===== config.mk =====
export PLATFORM = sky130hd
export DESIGN_NAME = rx_pkt_ctrl
export DESIGN_NICKNAME = d
export VERILOG_FILES = /design/src/rtl/rx_pkt_ctrl.sv
export SDC_FILE = /design/constraint.sdc
export NUM_CORES = 1
export LEC_CHECK = 0
export CORE_UTILIZATION = 50
export CTS_CLUSTER_SIZE = 30
export DETAILED_ROUTE_END_ITERATION = 6
export PLACE_DENSITY = 0.64
export SYNTH_ARGS = -nofsm -noshare
export SYNTH_HDL_FRONTEND = slang
export SYNTH_SLANG_ARGS = --single-unit

===== constraint.sdc =====
create_clock -name clk -period 2.75 [get_ports clk]
set_input_delay 0.275 -clock clk [delete_from_list [all_inputs] [get_ports clk]]
set_output_delay 0.275 -clock clk [all_outputs]
set_load 0.02 [all_outputs]

===== src/rtl/rx_pkt_ctrl.sv =====
// Framed packet receiver: SOF, LEN, payload, XOR checksum, then drains the
// buffered payload over a valid/ready port. Optional watchdog: RX_TIMEOUT_EN.
module rx_pkt_ctrl #(
  parameter int         MAX_LEN = 8,
  parameter logic [7:0] SOF     = 8'hAA,
  parameter int         TIMEOUT = 1000
) (
  input  logic       clk,
  input  logic       rst,
  input  logic [7:0] rx_data,
  input  logic       rx_done,
  output logic [7:0] out_data,
  output logic       out_valid,
  input  logic       out_ready,
  output logic       out_last,
  output logic       busy,
  output logic       err_len,
  output logic       err_chk,
  output logic       err_ovf,
  output logic       err_tout
);

  typedef enum logic [2:0] {
    IDLE    = 3'd0,
    LEN     = 3'd1,
    PAYLOAD = 3'd2,
    CHK     = 3'd3,
    DRAIN   = 3'd4
  } state_t;

  state_t     state;
  logic [3:0] len;
  logic [3:0] idx;
  logic [3:0] rd_idx;
  logic [7:0] chk;
  logic [7:0] buffer [0:15];
  logic       tout_hit;

  function automatic logic [7:0] chk_next(input logic [7:0] c, input logic [7:0] d);
    return c ^ d;
  endfunction

`ifdef RX_TIMEOUT_EN
  localparam int CW = $clog2(TIMEOUT + 1);
  logic [CW-1:0] tcnt;

  // Idle-time counter; only advances while a frame is being collected.
  always_comb begin
    tout_hit = 1'b0;
    if (!rx_done && (state == LEN || state == PAYLOAD || state == CHK) &&
        tcnt == CW'(TIMEOUT - 1)) begin
      tout_hit = 1'b1;
    end else begin
      tout_hit = 1'b0;
    end
  end

  // Counter clears on any received byte and whenever no frame is in progress.
  always_ff @(posedge clk or negedge rst) begin
    if (!rst) begin
      tcnt     <= '0;
      err_tout <= 1'b0;
    end else begin
      err_tout <= tout_hit;
      if (rx_done || state == IDLE || state == DRAIN) begin
        tcnt <= '0;
      end else begin
        tcnt <= tcnt + CW'(1);
      end
    end
  end
`else
  assign tout_hit = 1'b0;
  assign err_tout = 1'b0;
`endif

  // Payload storage carries no reset; only written indices are ever read.
  always_ff @(posedge clk) begin
    if (state == PAYLOAD && rx_done) begin
      buffer[idx] <= rx_data;
    end
  end

  // Main frame FSM with registered outputs and one-cycle error pulses.
  always_ff @(posedge clk or negedge rst) begin
    if (!rst) begin
      state     <= IDLE;
      len       <= 4'd0;
      idx       <= 4'd0;
      rd_idx    <= 4'd0;
      chk       <= 8'h00;
      out_data  <= 8'h00;
      out_valid <= 1'b0;
      out_last  <= 1'b0;
      busy      <= 1'b0;
      err_len   <= 1'b0;
      err_chk   <= 1'b0;
      err_ovf   <= 1'b0;
    end else begin
      err_len <= 1'b0;
      err_chk <= 1'b0;
      err_ovf <= 1'b0;
      if (tout_hit) begin
        state <= IDLE;
        busy  <= 1'b0;
      end else begin
        case (state)
          IDLE: begin
            if (rx_done && rx_data == SOF) begin
              state  <= LEN;
              busy   <= 1'b1;
              idx    <= 4'd0;
              rd_idx <= 4'd0;
            end
          end
          LEN: begin
            if (rx_done) begin
              if (rx_data == 8'd0 || rx_data > 8'(MAX_LEN)) begin
                err_len <= 1'b1;
                state   <= IDLE;
                busy    <= 1'b0;
              end else begin
                len   <= rx_data[3:0];
                chk   <= rx_data;
                state <= PAYLOAD;
              end
            end
          end
          PAYLOAD: begin
            if (rx_done) begin
              chk <= chk_next(chk, rx_data);
              idx <= idx + 4'd1;
              if (idx == len - 4'd1) begin
                state <= CHK;
              end
            end
          end
          CHK: begin
            if (rx_done) begin
              if (rx_data == chk) begin
                state     <= DRAIN;
                rd_idx    <= 4'd0;
                out_valid <= 1'b1;
                out_data  <= buffer[0];
                out_last  <= (len == 4'd1);
              end else begin
                err_chk <= 1'b1;
                state   <= IDLE;
                busy    <= 1'b0;
              end
            end
          end
          DRAIN: begin
            // Bytes arriving while draining cannot be stored.
            if (rx_done) begin
              err_ovf <= 1'b1;
            end
            if (out_valid && out_ready) begin
              if (out_last) begin
                state     <= IDLE;
                busy      <= 1'b0;
                out_valid <= 1'b0;
                out_last  <= 1'b0;
              end else begin
                rd_idx   <= rd_idx + 4'd1;
                out_data <= buffer[rd_idx + 4'd1];
                out_last <= ((rd_idx + 4'd1) == (len - 4'd1));
              end
            end
          end
          default: begin
            state     <= IDLE;
            busy      <= 1'b0;
            out_valid <= 1'b0;
            out_last  <= 1'b0;
          end
        endcase
      end
    end
  end

endmodule


# Yosys cells after proc, flatten, opt, wreduce, memory -nomap -nowiden
# Memories as Yosys holds them, arrays and structs flattened.
# Cells that the tools add are included.
dict set report totals {
  in_bits 12
  reg_bits 37
  out_inout_bits 15
  memories 1
  ram_bits 128
}
# name depth width rd rd_clocked_by_memory_dff write_ports line
set mem_list {}
lappend mem_list {buffer 16 8 2 0 1 36} ;# logic [7:0] buffer [0:15];
dict set report op_classes {
  n_eq_ne 21
  magnitude_cmp 1
  n_bitwise 4
  mux 53
  reduce_logical 20
  addsub 3
}
# operator n
set op_table {}
lappend op_table {{$mux 8} 7}
lappend op_table {{$pmux 8 s2} 2}
lappend op_table {{$mux 3} 8}
lappend op_table {{$mux 4} 6}
lappend op_table {{$mux 1} 23}
lappend op_table {{$ne 2x2->1 const B} 11}
lappend op_table {{$pmux 3 s5} 1}
lappend op_table {{$pmux 4 s3} 1}
lappend op_table {{$reduce_and 5->1} 2}
lappend op_table {{$add 4x1->4 const B} 2}
lappend op_table {{$eq 4x4->1} 2}
lappend op_table {{$eq 8x8->1} 1}
lappend op_table {{$eq 8x8->1 const B} 1}
lappend op_table {{$gt 8x4->1 const B} 1}
lappend op_table {{$logic_not 8->1} 1}
lappend op_table {{$pmux 4 s2} 1}
lappend op_table {{$reduce_and 4->1} 2}
lappend op_table {{$reduce_and 8->1} 1}
lappend op_table {{$xor 8x8->8} 1}
lappend op_table {{$reduce_and 7->1} 1}
lappend op_table {{$eq 3x2->1 const B} 2}
lappend op_table {{$pmux 1 s3} 2}
lappend op_table {{$reduce_and 3->1} 2}
lappend op_table {{$reduce_and 6->1} 1}
lappend op_table {{other kinds (14)} 20}

# Longest topological paths before layout
# Gate-level depths: netlist of the first run.
dict set report logic_depth {
  depth_word 5
  mapped_depth 8
}

# Worst setup path after synthesis of the first run
# No wires, ideal clock.
dict set report synth_path {
  path_type {register -> register}
  from {reg state[0]}
  to {mem buffer[6][0] (enable)}
  path_slack_ps 427
  arrival_time_ps 1940
  path_buffers 1
  path_stages_with_launch 6
  required_time_ps 2367
  path_cell_list {dfrtp_1 clkbuf_1 nand2b_1 nor2_1 nand2_1 nor3_1}
}
dict set report synth_via {
  elab_chain_len 4
}
# item line
set synth_lines {}
lappend synth_lines {{from (decl)} 31} ;# state_t state;
lappend synth_lines {{from (signal assigned)} 87} ;# state <= IDLE;
lappend synth_lines {{from (signal assigned)} 104} ;# state <= IDLE;
lappend synth_lines {{from (signal assigned)} 110} ;# state <= LEN;
lappend synth_lines {{$eq 3x2->1} 79} ;# if (state == PAYLOAD && rx_done) begin
lappend synth_lines {{$logic_and 1x1->1} 79}
lappend synth_lines {{$mux 1} 79}
lappend synth_lines {{$mux 1 (not written as such)} 80} ;# buffer[idx] <= rx_data;
lappend synth_lines {{to (decl)} 36}
# No other way between the ends.

# Final worst setup path of the first run
dict set report layout_path {
  from {reg rd_idx[0]}
  to {reg out_data[6]}
}
dict set report layout_via {
  elab_chain_len 5
}
# item line
set layout_lines {}
lappend layout_lines {{from (decl)} 34} ;# logic [3:0] rd_idx;
lappend layout_lines {{from (signal assigned)} 165} ;# rd_idx <= rd_idx + 4'd1;
lappend layout_lines {{$add 4x1->4} 166} ;# out_data <= buffer[rd_idx + 4'd1];
lappend layout_lines {{$mem_v2 16x8} --}
lappend layout_lines {{$mux 8} 159} ;# if (out_last) begin
lappend layout_lines {{$mux 8} 158} ;# if (out_valid && out_ready) begin
lappend layout_lines {{$pmux 8 s2} 107} ;# case (state)
lappend layout_lines {{to (signal assigned)} 144} ;# out_data <= buffer[0];
lappend layout_lines {{to (signal assigned)} 166}
lappend layout_lines {{to (decl)} 12} ;# output logic [7:0] out_data,
# No other way between the ends. The select of a mux whose other input is x is not followed.
# A chain may end at the register's enable or synchronous reset.

==> impl_metrics.toml, run 1 <==
[status]
status = "finished, final reports clean"

[die]
die_h_um = 122
die_x_um = 122
fp-row-count = 43
core_area_mm2 = 0.0140
ios = 27
start_util = 0.516
dieArea_mm2 = 0.0149

[drt]
drtPass1Iterations = 4
drc = 0
drt_iter0_markers = 335
ant_nets = 0
vias_per_cell = 5.66
finalWirelength_um = 14700
vias = 3991
routedWlPerCell_um = 20.9

[layout]
multi_input_area_mm2 = 0.00232
postLayoutCoreUtil = 0.604
area_growth_pct = 17.1
fillers = 1077
num-nets-final = 531
drive_above_1_share = 0.240
seqCellArea_mm2 = 0.00477
antennaDiodeCount = 0

[timing]
slew_viol_final = 0
final-hold-violation-count = 0
holdWs_ns = 0.502
finalCriticalPeriod_ns = 2.43
clock-skew-final_ns = 0.00661
setup_slack_ns = 0.324
max_freq_mhz = 412
slew_headroom = 0.440
finalSetupViolations = 0
fin_crit_sh = 0.882
max_slew.worst_pin.slew_ns = 0.840
finalSetupTns_ns = 0
rsz0062_at_grt = "false"

[logic_synthesis]
syn_nets = 475
yosys_most_used_dff = "edfxtp_1"
synth-async-reset-ratio = 0.224
synth-seq-area-share = 0.661
syn_area_mm2 = 0.00722
syn_area_per_cell_um2 = 15.8
synth-edff-count = 128
yosys_warnings = 0
syn_inst = 456
synth_cell_types = 55
ys_seq_elements = 165

[worst_setup_path]
reg2reg_from = "rd_idx[0]"
r2r-end = "out_data[6]"
rrSetupSlack_ns = 0.32
crit_arrival_ns = 2.73
crit_fanout = 32
start_kind = "flip-flop"
worstSetupPathType = "flip-flop to flip-flop"
reg2reg_depth = 8
required_ns = 3.05
crit_path_end_kind = "flip-flop"

[clocking]
cts_tree = "yes"
clockRootBuffer = "clkbuf_16"
cts.sinks = 165
cts_buffers = 17
clockBufferDepth = 2
clk_latency_ns = 0.42
clkTransAtPathRegs_ns = 0.06
cts-htree-levels = 4

[grt]
grt_pass1_wl_um = 23200
grt_pass1_vias = 4053
grt_max_degree = 38
gr-usage-all-layers = 0.219
grt_overflow_total = 0
antenna_found_initial = 0

[power_and_ir_drop]
power_density_mw_per_mm2 = 715
power.total_uw = 6040
leakagePower_uw = 0.00294
max-vdd-ir-drop_uv = 411

[placed_design]
pre_cts_slack_ns = 0.0921
portBuffers = 25
dp_hpwl_um = 10100
gp_congestion = 0.836

[worst_hold_path]
hp-class = "input pin to async pin"

[run]
maxCapViolCount = 0
[cell families after synthesis]
logic type,share of synthesized area
adder cells (fa/ha/maj),0.0121
XOR/XNOR,0.0277
other,0.000519
AO/OA/AOI/OAI,0.0541
buffers and inverters,0.0185
flip-flops,0.661
AND/OR/NAND/NOR,0.0719
multiplexers,0.154
[worst max-delay path, cell delays in order, from the launching register on]
cell and delay (ns):
dfrtp_2 0.43, ha_1 0.38, buf_12 0.25, mux4_2 0.34
mux2i_1 0.25, buf_4 0.18, mux2_2 0.14, o21ai_0 0.06
mux2_2 0.26
[worst max-delay path by stage]
stage	start	end	slack (ns)
3_5_place_dp	rx_data[6]	chk[3]	0.09
2_1_floorplan	state[0]	buffer[6][0]	0.43
6_report	rd_idx[0]	out_data[6]	0.32
4_1_cts	rd_idx[0]	out_data[6]	0.29
3_3_place_gp	rx_data[0]	out_data[0]	0.18
5_1_grt	rd_idx[0]	out_data[6]	0.21
[cell type report]
| cell class | instances | share of cell area |
|---|---|---|
| clock buffer | 22 | 0.0549 |
| clock inverter | 10 | 0.00948 |
| timing repair buffer | 61 | 0.0672 |
| inverter | 7 | 0.00311 |
| multi-input combinational | 260 | 0.274 |
| sequential | 165 | 0.565 |
| tap | 180 | 0.0267 |
[metal layers]
metal	global-route usage	wire length, µm	vias to the layer above
met5	0	0	-
met4	0.0617	116	0
met3	0.0440	688	13
met2	0.368	7620	81
met1	0.289	6280	2015
li1	-	-	1882
[what timing repair did]
item / 4_1_cts / 5_1_grt
hold endpoints to repair: 37 / 0
gates resized for setup: 0 / 0
hold buffers: 1 / 0
setup buffers: 0 / 0
[sequential cells by signal, indices dropped and copies added (netlist names), 3 cells and up]
name,flops
buffer,128
chk,8
idx,4
len,4
out_data,8
rd_idx,4
state,3
[where the power goes]
part	leakage, µW	switching (µW)	internal (µW)
Sequential	0.00163	165	2850
Combinational	0.00104	442	412
Clock	0.000271	886	1280
[synth_stat cells, types with 14 or more instances]
cell,number,area [µm²]
edfxtp_1,128,3840
a21oi_1,16,80.1
mux4_2,32,721
clkbuf_1,17,63.8
dfrtp_1,37,926
nand2_1,24,90.1
mux2i_1,18,180
nand3_1,14,70.1
mux2_2,19,214
xor2_1,15,131
o21ai_0,22,110
nor2_1,16,60.1
[placed cells by master, fill, tap and decap left out, drive strengths merged, types with 17 or more instances in the layout]
master / count
a21oi: 19
buf: 36
clkbuf: 22
clkdlybuf4s50: 24
dfrtp: 37
edfxtp: 128
mux2: 19
mux2i: 18
mux4: 32
nand2: 24
nor2: 17
o21ai: 23
[metrics by stage]
stage,std cells,area [µm²]
after detailed placement,672,7900
after global routing,705,8450
after CTS,705,8450
after floorplan,456,7220
final,705,8450
after global placement,672,7900
Power figures use the tool's default switching activity.
==> run 2, diff against run 1 <==
MAX_ROUTING_LAYER = met4   (was not set)
PLACE_DENSITY = 0.67   (was 0.64)
SKIP_LAST_GASP = 1   (was not set)
==> run 2 against run 1 <==
- non-clock buffer count fell by 2
- global-route usage rose by 1.2 points
- clock skew rose by 0.0048 ns
- design area barely moved
- clock power rose by 6%
- setup slack improved by 0.16 ns
- die area did not move
- fmax rose by 7.2%
- highest routed layer unchanged
- flip-flop and latch count did not move
- routed wire length rose by 2.7%
- critical path type unchanged
- first-iteration DRC count rose by 38%
==> impl_metrics.toml, run 2 (synthesized netlist as in run 1, its figures left out) <==
[placed_design]
pre_cts_slack_ns = 0.101
placed_cell_area_mm2 = 0.00787
dp_hpwl_um = 10100
dp.cells = 670
gp_congestion = 0.809
portBuffers = 25

[layout]
top_regs = "buffer (128), chk (8), out_data (8)"
drive_above_1_share = 0.243
final_area_mm2 = 0.00845
area_growth_pct = 17.0
largest_register_ffs = 128
final_cells = 703
final_common_cell = "edfxtp_1"
antennaDiodeCount = 0
num-nets-final = 529
final_cell_mix = "edfxtp_1, dfrtp_1, mux4_2"
regMostFlops = "buffer"
fillers = 1052

[power_and_ir_drop]
power.total_uw = 6190
power_density_mw_per_mm2 = 732
max-vdd-ir-drop_uv = 391
leakagePower_uw = 0.00293

[worst_setup_path]
worstSetupPathType = "flip-flop to flip-flop"
crit_fanout = 8
crit_path_end_kind = "flip-flop"
crit_arrival_ns = 2.58
required_ns = 3.07
start_kind = "flip-flop"

[grt]
gr-usage-all-layers = 0.231
grt_pass1_vias = 4211
grt_overflow_total = 0
grt_pass1_wl_um = 23500
grt_max_degree = 38
antenna_found_initial = 0

[clocking]
clkTransAtPathRegs_ns = 0.07
clk_latency_ns = 0.43
cts_buffers = 17
cts-htree-levels = 4
holdBufCountCts = 1
cts.sinks = 165
post_cts_resized = 0
clockBufferDepth = 2
clockRootBuffer = "clkbuf_16"
cts_tree = "yes"
cts_setup_buffers = 0

[drt]
vias = 4109
wl_met3_um = 758
top_layer = "met4"
finalWirelength_um = 15100
drtPass1Iterations = 4
wl_met1_um = 6670
drc = 0
wl_met2_um = 7350
drt_iter0_markers = 463
ant_nets = 0
vias_per_cell = 5.84
routedWlPerCell_um = 21.5

[run]
maxCapViolCount = 0

[timing]
max_freq_mhz = 442
fin_crit_sh = 0.823
clock-skew-final_ns = 0.0114
rsz0062_at_grt = "false"
finalSetupTns_ns = 0
finalCriticalPeriod_ns = 2.26
finalSetupViolations = 0
setup_slack_ns = 0.486
slew_headroom = 0.430
slew_viol_final = 0
max_slew.worst_pin.slew_ns = 0.855
final-hold-violation-count = 0

[die]
dieArea_mm2 = 0.0149
fp-row-count = 43
ios = 27
core_area_mm2 = 0.0140
die_x_um = 122
start_util = 0.516
die_h_um = 122

[worst_hold_path]
hp-class = "input pin to async pin"

[status]
status = "finished, final reports clean"
==> run 2: area by class of cell <==
cell class              count  area (µm²)  area share
clock buffers              18         429      0.0508
clock inverters            14         140      0.0166
inverters                   7        26.3     0.00311
multi-input cells         260        2320       0.274
flip-flops and latches    165        4770       0.565
well taps                 180         225      0.0267
repair buffers             59         541      0.0640
==> run 2: path summary, 6_finish.rpt <==
| path | start | to | slack [ns] | depth (start not counted) |
|---|---|---|---|---|
| max | rd_idx[0] | out_data[4] | 0.49 | 7 |
| min | rst | out_data[6] | 0.47 | 2 |
| max reg2reg | rd_idx[0] | out_data[4] | 0.49 | 7 |
| min reg2reg | out_data[4] | out_data[4] | 0.51 | 1 |
| max in group asynchronous | rst | rd_idx[0] | 1.68 | 2 |
| min in group clk | out_data[4] | out_data[4] | 0.51 | 1 |
==> run 2: metrics by stage <==
step	utilization	hold slack, ns
after global placement	0.563	0.414
after global routing	0.604	0.529
after detailed placement	0.563	0.437
after floorplan	-	-0.0206
final	0.604	0.474
after CTS	0.604	0.510
==> run 2: power breakdown <==
part / internal (µW) / switching (µW)
clock: 1270 / 1030
sequential: 2850 / 165
combinational: 419 / 450
total: 4540 / 1640
==> run 2: per-layer routing <==
metal	vias to the layer above	GRT usage
li1	1874	-
met1	2109	0.311
met2	101	0.350
met3	25	0.0445
met4	0	0.0884
met5	-	-
==> run 2: critical path, cell delays in order, from the launching register on <==
cell     delay [ns]
dfrtp_2        0.42
ha_1           0.34
buf_4          0.22
mux4_2         0.33
mux2i_1        0.28
mux2_2         0.22
o21ai_0        0.07
mux2_2         0.27
==> run 3, diff against run 2 <==
PLACE_DENSITY = 0.7   (was 0.67)
clock period = 1.85 ns   (was 2.75 ns; I/O delays follow)
==> run 3 against run 2 <==
- the flow now finishes with violations (negative setup slack)
- register-to-register slack worse by 0.84 ns
- via count is 13% higher
- sequential share of layout area shrank 7.3 points
- sequential power up 48%
- setup slack worse by 0.84 ns
- die area unchanged
- routed wire length rose by 18%
- fmax increased by 2.5%
- critical path type unchanged
- critical endpoint is now out_data[7]
==> impl_metrics.toml, run 3 (synthesized netlist as in run 1, its figures left out) <==
[status]
status = "complete, but fails checks"
violations = "negative setup slack"

[layout]
final_common_cell = "edfxtp_1"
antennaDiodeCount = 0
largest_register_ffs = 128
final_cell_mix = "edfxtp_1, buf_4, dfrtp_1"
top_regs = "buffer (128), chk (8), out_data (8)"
area_growth_pct = 34.4
num-nets-final = 616
regMostFlops = "buffer"
fillers = 910
drive_above_1_share = 0.425

[worst_setup_path]
crit_top_cell = "mux2_4"
start_kind = "flip-flop"
crit_path_end_kind = "flip-flop"
rrSetupSlack_ns = -0.36
reg2reg_from = "rd_idx[0]"
crit_arrival_ns = 2.51
cp-startpoint = "rd_idx[0]"
cpPeakStageDelay_ns = 0.44
reg2reg_depth = 8
crit_fanout = 8
slowest_stage = "dfrtp_2"
r2r-end = "out_data[7]"
path_cells = "ha_4, buf_12, buf_4, mux4_2, mux2i_1, mux2_4, o21ai_2, mux2_4"
critPathCapture = "out_data[7]"
required_ns = 2.15
worstSetupPathType = "flip-flop to flip-flop"

[drt]
routedWlPerCell_um = 22.5
drt_iter0_markers = 356
drc = 0
ant_nets = 0
vias = 4644
drtPass1Iterations = 5
finalWirelength_um = 17800
vias_per_cell = 5.88

[clocking]
cts_tree = "yes"
clockBufferDepth = 2
cts_buffers = 17
clk_latency_ns = 0.42
cts.sinks = 165
cts-htree-levels = 4
clkTransAtPathRegs_ns = 0.06
clockRootBuffer = "clkbuf_16"

[timing]
slew_headroom = 0.485
rsz0062_at_grt = "true"
finalSetupViolations = 17
clock-skew-final_ns = 0.00670
holdWs_ns = 0.321
max_slew.worst_pin.slew_ns = 0.772
max_freq_mhz = 453
finalCriticalPeriod_ns = 2.21
setup_slack_ns = -0.358
fin_crit_sh = 1.19
final-hold-violation-count = 0
slew_viol_final = 0
finalSetupTns_ns = -3.02

[die]
dieArea_mm2 = 0.0149
core_area_mm2 = 0.0140
die_x_um = 122
ios = 27
die_h_um = 122
start_util = 0.516
fp-row-count = 43

[placed_design]
dp_hpwl_um = 11500
portBuffers = 25
gp_congestion = 0.843

[power_and_ir_drop]
power.total_uw = 9860
power_density_mw_per_mm2 = 1020
max-vdd-ir-drop_uv = 631
leakagePower_uw = 0.00355

[worst_hold_path]
min_path_cells = 2
hold_path.startpoint = "rx_data[6]"
hp-class = "input pin to flip-flop"

[grt]
gr-usage-all-layers = 0.254
grt_pass1_wl_um = 25900
grt_overflow_total = 0
grt_max_degree = 33
grt_pass1_vias = 4688
antenna_found_initial = 0

[run]
maxCapViolCount = 0
[run 3: changes by cell type in the layout (fill, tap and decap cells not counted), moves of 9 or more]
| cell | change |
|---|---|
| buf_12 | +12 |
| mux2_2 | -15 |
| a21oi_1 | -10 |
| o21ai_0 | -9 |
| mux2_4 | +15 |
| buf_4 | +65 |
[run 3: area by class of cell]
type	instances	area [µm²]	area share
Sequential cell	165	4770	0.492
Multi-Input combinational cell	260	2660	0.274
Timing Repair Buffer	146	1430	0.147
Clock buffer	20	437	0.0450
Tap cell	180	225	0.0232
Clock inverter	12	155	0.0160
Inverter	7	26.3	0.00271
[run 3: worst min path at each step]
stage                   endpoint  slack [ns]
global placement     out_data[1]        0.28
global route        buffer[1][6]        0.32
CTS                 buffer[1][6]        0.28
floorplan                   busy       -0.11
detailed placement   out_data[1]        0.30
finish              buffer[1][6]        0.32
[run 3: routing by layer]
metal,part of all wire,vias to the layer above,GRT usage
met5,0,-,-
met4,0.016,0,0.0838
met3,0.054,28,0.0449
met2,0.53,168,0.428
met1,0.40,2396,0.311
li1,-,2052,-
[run 3: power by group]
part           internal (µW)  switching [µW]
clock                   2120            1410
combinational            929             930
sequential              4240             225
total                   7300            2560
[run 3: repair_timing]
action,4_1_cts,5_1_grt
hold buffers,1,0
gates cloned,1,3
endpoints found under the hold margin,31,0
setup buffers,9,17
pin swaps,7,21
endpoints found under the setup margin,58,130
resized for setup,29,52
[run 3: stage by stage]
stage	utilization	cell area, µm²	instances	setup slack [ns]
floorplan	-	7400	456	-0.110
global placement	0.611	8550	729	-0.509
detailed placement	0.611	8550	729	-0.542
CTS	0.666	9320	772	-0.337
global route	0.693	9700	790	-0.382
finish	0.693	9700	790	-0.358
[run 3: critical path, delay by kind of cell (launching register included)]
kind | cells | cell delay [ns]
fa+ha+maj | 1 | 0.34
flops | 1 | 0.44
buf+inv | 2 | 0.29
compound gates | 1 | 0.07
mux | 4 | 0.96
==> variant: new RTL, flow settings as in run 1 <==
Register the output `err_chk` once more, with the module's reset; this adds one clock of latency there. The other outputs are not delayed to match.
--- a/src/rtl/rx_pkt_ctrl.sv
+++ b/src/rtl/rx_pkt_ctrl.sv
@@ -28,4 +28,6 @@
     DRAIN   = 3'd4
   } state_t;
+
+  logic err_chk_s0;
 
   state_t     state;
@@ -95,9 +97,9 @@
       busy      <= 1'b0;
       err_len   <= 1'b0;
-      err_chk   <= 1'b0;
+      err_chk_s0 <= 1'b0;
       err_ovf   <= 1'b0;
     end else begin
       err_len <= 1'b0;
-      err_chk <= 1'b0;
+      err_chk_s0 <= 1'b0;
       err_ovf <= 1'b0;
       if (tout_hit) begin
@@ -145,5 +147,5 @@
                 out_last  <= (len == 4'd1);
               end else begin
-                err_chk <= 1'b1;
+                err_chk_s0 <= 1'b1;
                 state   <= IDLE;
                 busy    <= 1'b0;
@@ -180,4 +182,12 @@
   end
 
+  always_ff @(posedge clk or negedge rst) begin
+    if (!rst) begin
+      err_chk <= '0;
+    end else begin
+      err_chk <= err_chk_s0;
+    end
+  end
+
 endmodule
 
Function: changed (Yosys sat finds a counterexample within 10 cycles, from zero or initial values and one cycle with rst low).
==> variant against run 1 <==
Setup slack worse by 0.033 ns; sequential share of layout area fell by 0.34 points; die area up 1.3%; synthesized cell count rose by 0.88%; final area up 1.1%; wire length up 6.2%; via count up 3.6%; hold slack worse by 0.15 ns; clock skew rose by 0.00053 ns; synthesized area increased by 1.3%; first-iteration DRC count shrank 18%; power increased by 3.8%; sequential cell count up 1.
==> variant: results (changes against run 1) <==
** Hold path
- Path type of the worst min-delay path :: reg -> reg (was in -> async)

** Worst setup path
- The reg-to-reg endpoint was out_data[2] (was out_data[6]).
- The count of cells along the worst register-to-register path came to 8 (unchanged).
- Worst-path maximum fanout :: 24 (was 32)
- Crit Path Category :: reg -> reg (unchanged)
- Crit path DAT :: 2.77 ns (was 2.73 ns)
- Minimum setup slack among reg-to-reg paths :: 0.29 ns (was 0.32 ns)

** Pwr
- The leakage power total is 3.01 nW (was 2.94 nW).
- Max VDD drop :: 0.000452 V (was 0.000411 V)

** Global route
- The largest net degree at the start of global routing was 39 (was 38).
- Via count of the first global-routing pass :: 4171 (was 4053)
- The wire length of the first global-routing pass is 24.0 mm (was 23.2 mm).
- Total track usage :: 22.9% (was 21.9%)

** Routing
- Routed WL :: 15.6 mm (was 14.7 mm)
- The routed via count divided by cell count is 5.76 (was 5.66).
- The DRC marker count from the first detailed-route iteration is 276 (was 335).

** Finish
- Filler Cell Count :: 1065 (was 1077)
- Net total in the final layout :: 544 (was 531)
- Proportion of layout cells with a drive suffix above 1 :: 26.6% (was 24.0%)

** Placed design
- The final HPWL from detailed placement was 10.6 mm (was 10.1 mm).
- The final estimated routing congestion in global placement came to 0.855 (was 0.836).
- Count of input and output buffers :: 25 (unchanged)

** Synth
- Commonest cells post-synth :: sky130_fd_sc_hd__edfxtp_1, sky130_fd_sc_hd__dfrtp_1, sky130_fd_sc_hd__nand2_1, sky130_fd_sc_hd__mux4_2, sky130_fd_sc_hd__nor2_1 (was sky130_fd_sc_hd__edfxtp_1, sky130_fd_sc_hd__dfrtp_1, sky130_fd_sc_hd__mux4_2, sky130_fd_sc_hd__nand2_1, sky130_fd_sc_hd__o21ai_0)
- Unique cell type count in the Yosys netlist :: 56 (was 55)
- Most area-consuming cells after synthesis: sky130_fd_sc_hd__edfxtp_1, sky130_fd_sc_hd__dfrtp_1, sky130_fd_sc_hd__mux4_2, sky130_fd_sc_hd__mux2_2, sky130_fd_sc_hd__mux2i_1 (unchanged).
- The total nets after synthesis was 479 (was 475).
- Fraction of registers with async set or reset after synthesis :: 22.9% (was 22.4%)
- Sequential fraction of the synthesis area :: 65.6% (was 66.1%)

** Outcome
- Status :: completed (unchanged)

** STA
- The worst clock skew on the final layout came to 0.00714 ns (was 0.00661 ns).
- The worst-margin pin slew came to 0.880 ns (was 0.840 ns).
==> variant: routing by layer <==
metal	up-vias	global-route usage, %	wire length, um
li1	1895	-	-
met1	2129	30.0	6590
met2	94	38.4	8110
met3	16	4.11	711
met4	0	8.23	210
met5	-	0	0
==> variant: worst min-delay path by stage <==
| stage | from | to | slack [ns] | cells past startpoint |
|---|---|---|---|---|
| 3_3_place_gp | err_chk_s0 | err_chk | 0.34 | 0 |
| 3_5_place_dp | err_chk_s0 | err_chk | 0.34 | 0 |
| 6_report | err_chk_s0 | err_chk | 0.35 | 0 |
| 2_1_floorplan | rst | busy | -0.02 | 0 |
| 5_1_grt | err_chk_s0 | err_chk | 0.36 | 0 |
| 4_1_cts | err_chk_s0 | err_chk | 0.35 | 0 |
==> variant: power by group <==
part           total [W]  internal (W)  switching (W)
registers        0.00301       0.00286       0.000149
logic           0.000962      0.000447       0.000515
clock network    0.00230       0.00138       0.000924
==> variant: worst register-to-register path: stages (launching register included) <==
cell	delay, ns
sky130_fd_sc_hd__dfrtp_2	0.42
sky130_fd_sc_hd__ha_1	0.40
sky130_fd_sc_hd__buf_12	0.24
sky130_fd_sc_hd__buf_4	0.23
sky130_fd_sc_hd__mux4_2	0.33
sky130_fd_sc_hd__mux2i_1	0.15
sky130_fd_sc_hd__mux2_2	0.17
sky130_fd_sc_hd__o21ai_0	0.11
sky130_fd_sc_hd__mux2_2	0.29
==> variant: cell type report <==
class,instances,share of cell area (%)
Sequential cell,166,56.1
Clock buffer,19,5.30
Tap cell,180,2.64
Clock inverter,13,1.54
Timing Repair Buffer,71,7.23
Multi-Input combinational cell,259,26.7
Inverter,10,0.439
==> variant: cell families after synthesis <==
logic type | synth area share (%)
DFF | 65.6
adders and majority gates | 1.20
xor gates and xnor gates | 2.74
AOI/OAI and AO/OA | 4.19
buffers and inverters | 3.20
muxes | 15.4
other | 0.0513
and+or+nand+nor | 7.63
==> variant: through the flow <==
stage	utilization (%)	total power, W	std cells	cell area, um2	setup WS, ns
6_report	60.6	0.00627	718	8550	0.291
5_1_grt	60.6	0.00653	718	8550	0.183
4_1_cts	60.6	0.00632	718	8550	0.237
3_5_place_dp	56.4	0.00403	685	7950	0.0483
3_3_place_gp	56.4	0.00399	685	7950	0.105
2_1_floorplan	-	0.00369	460	7310	0.0920
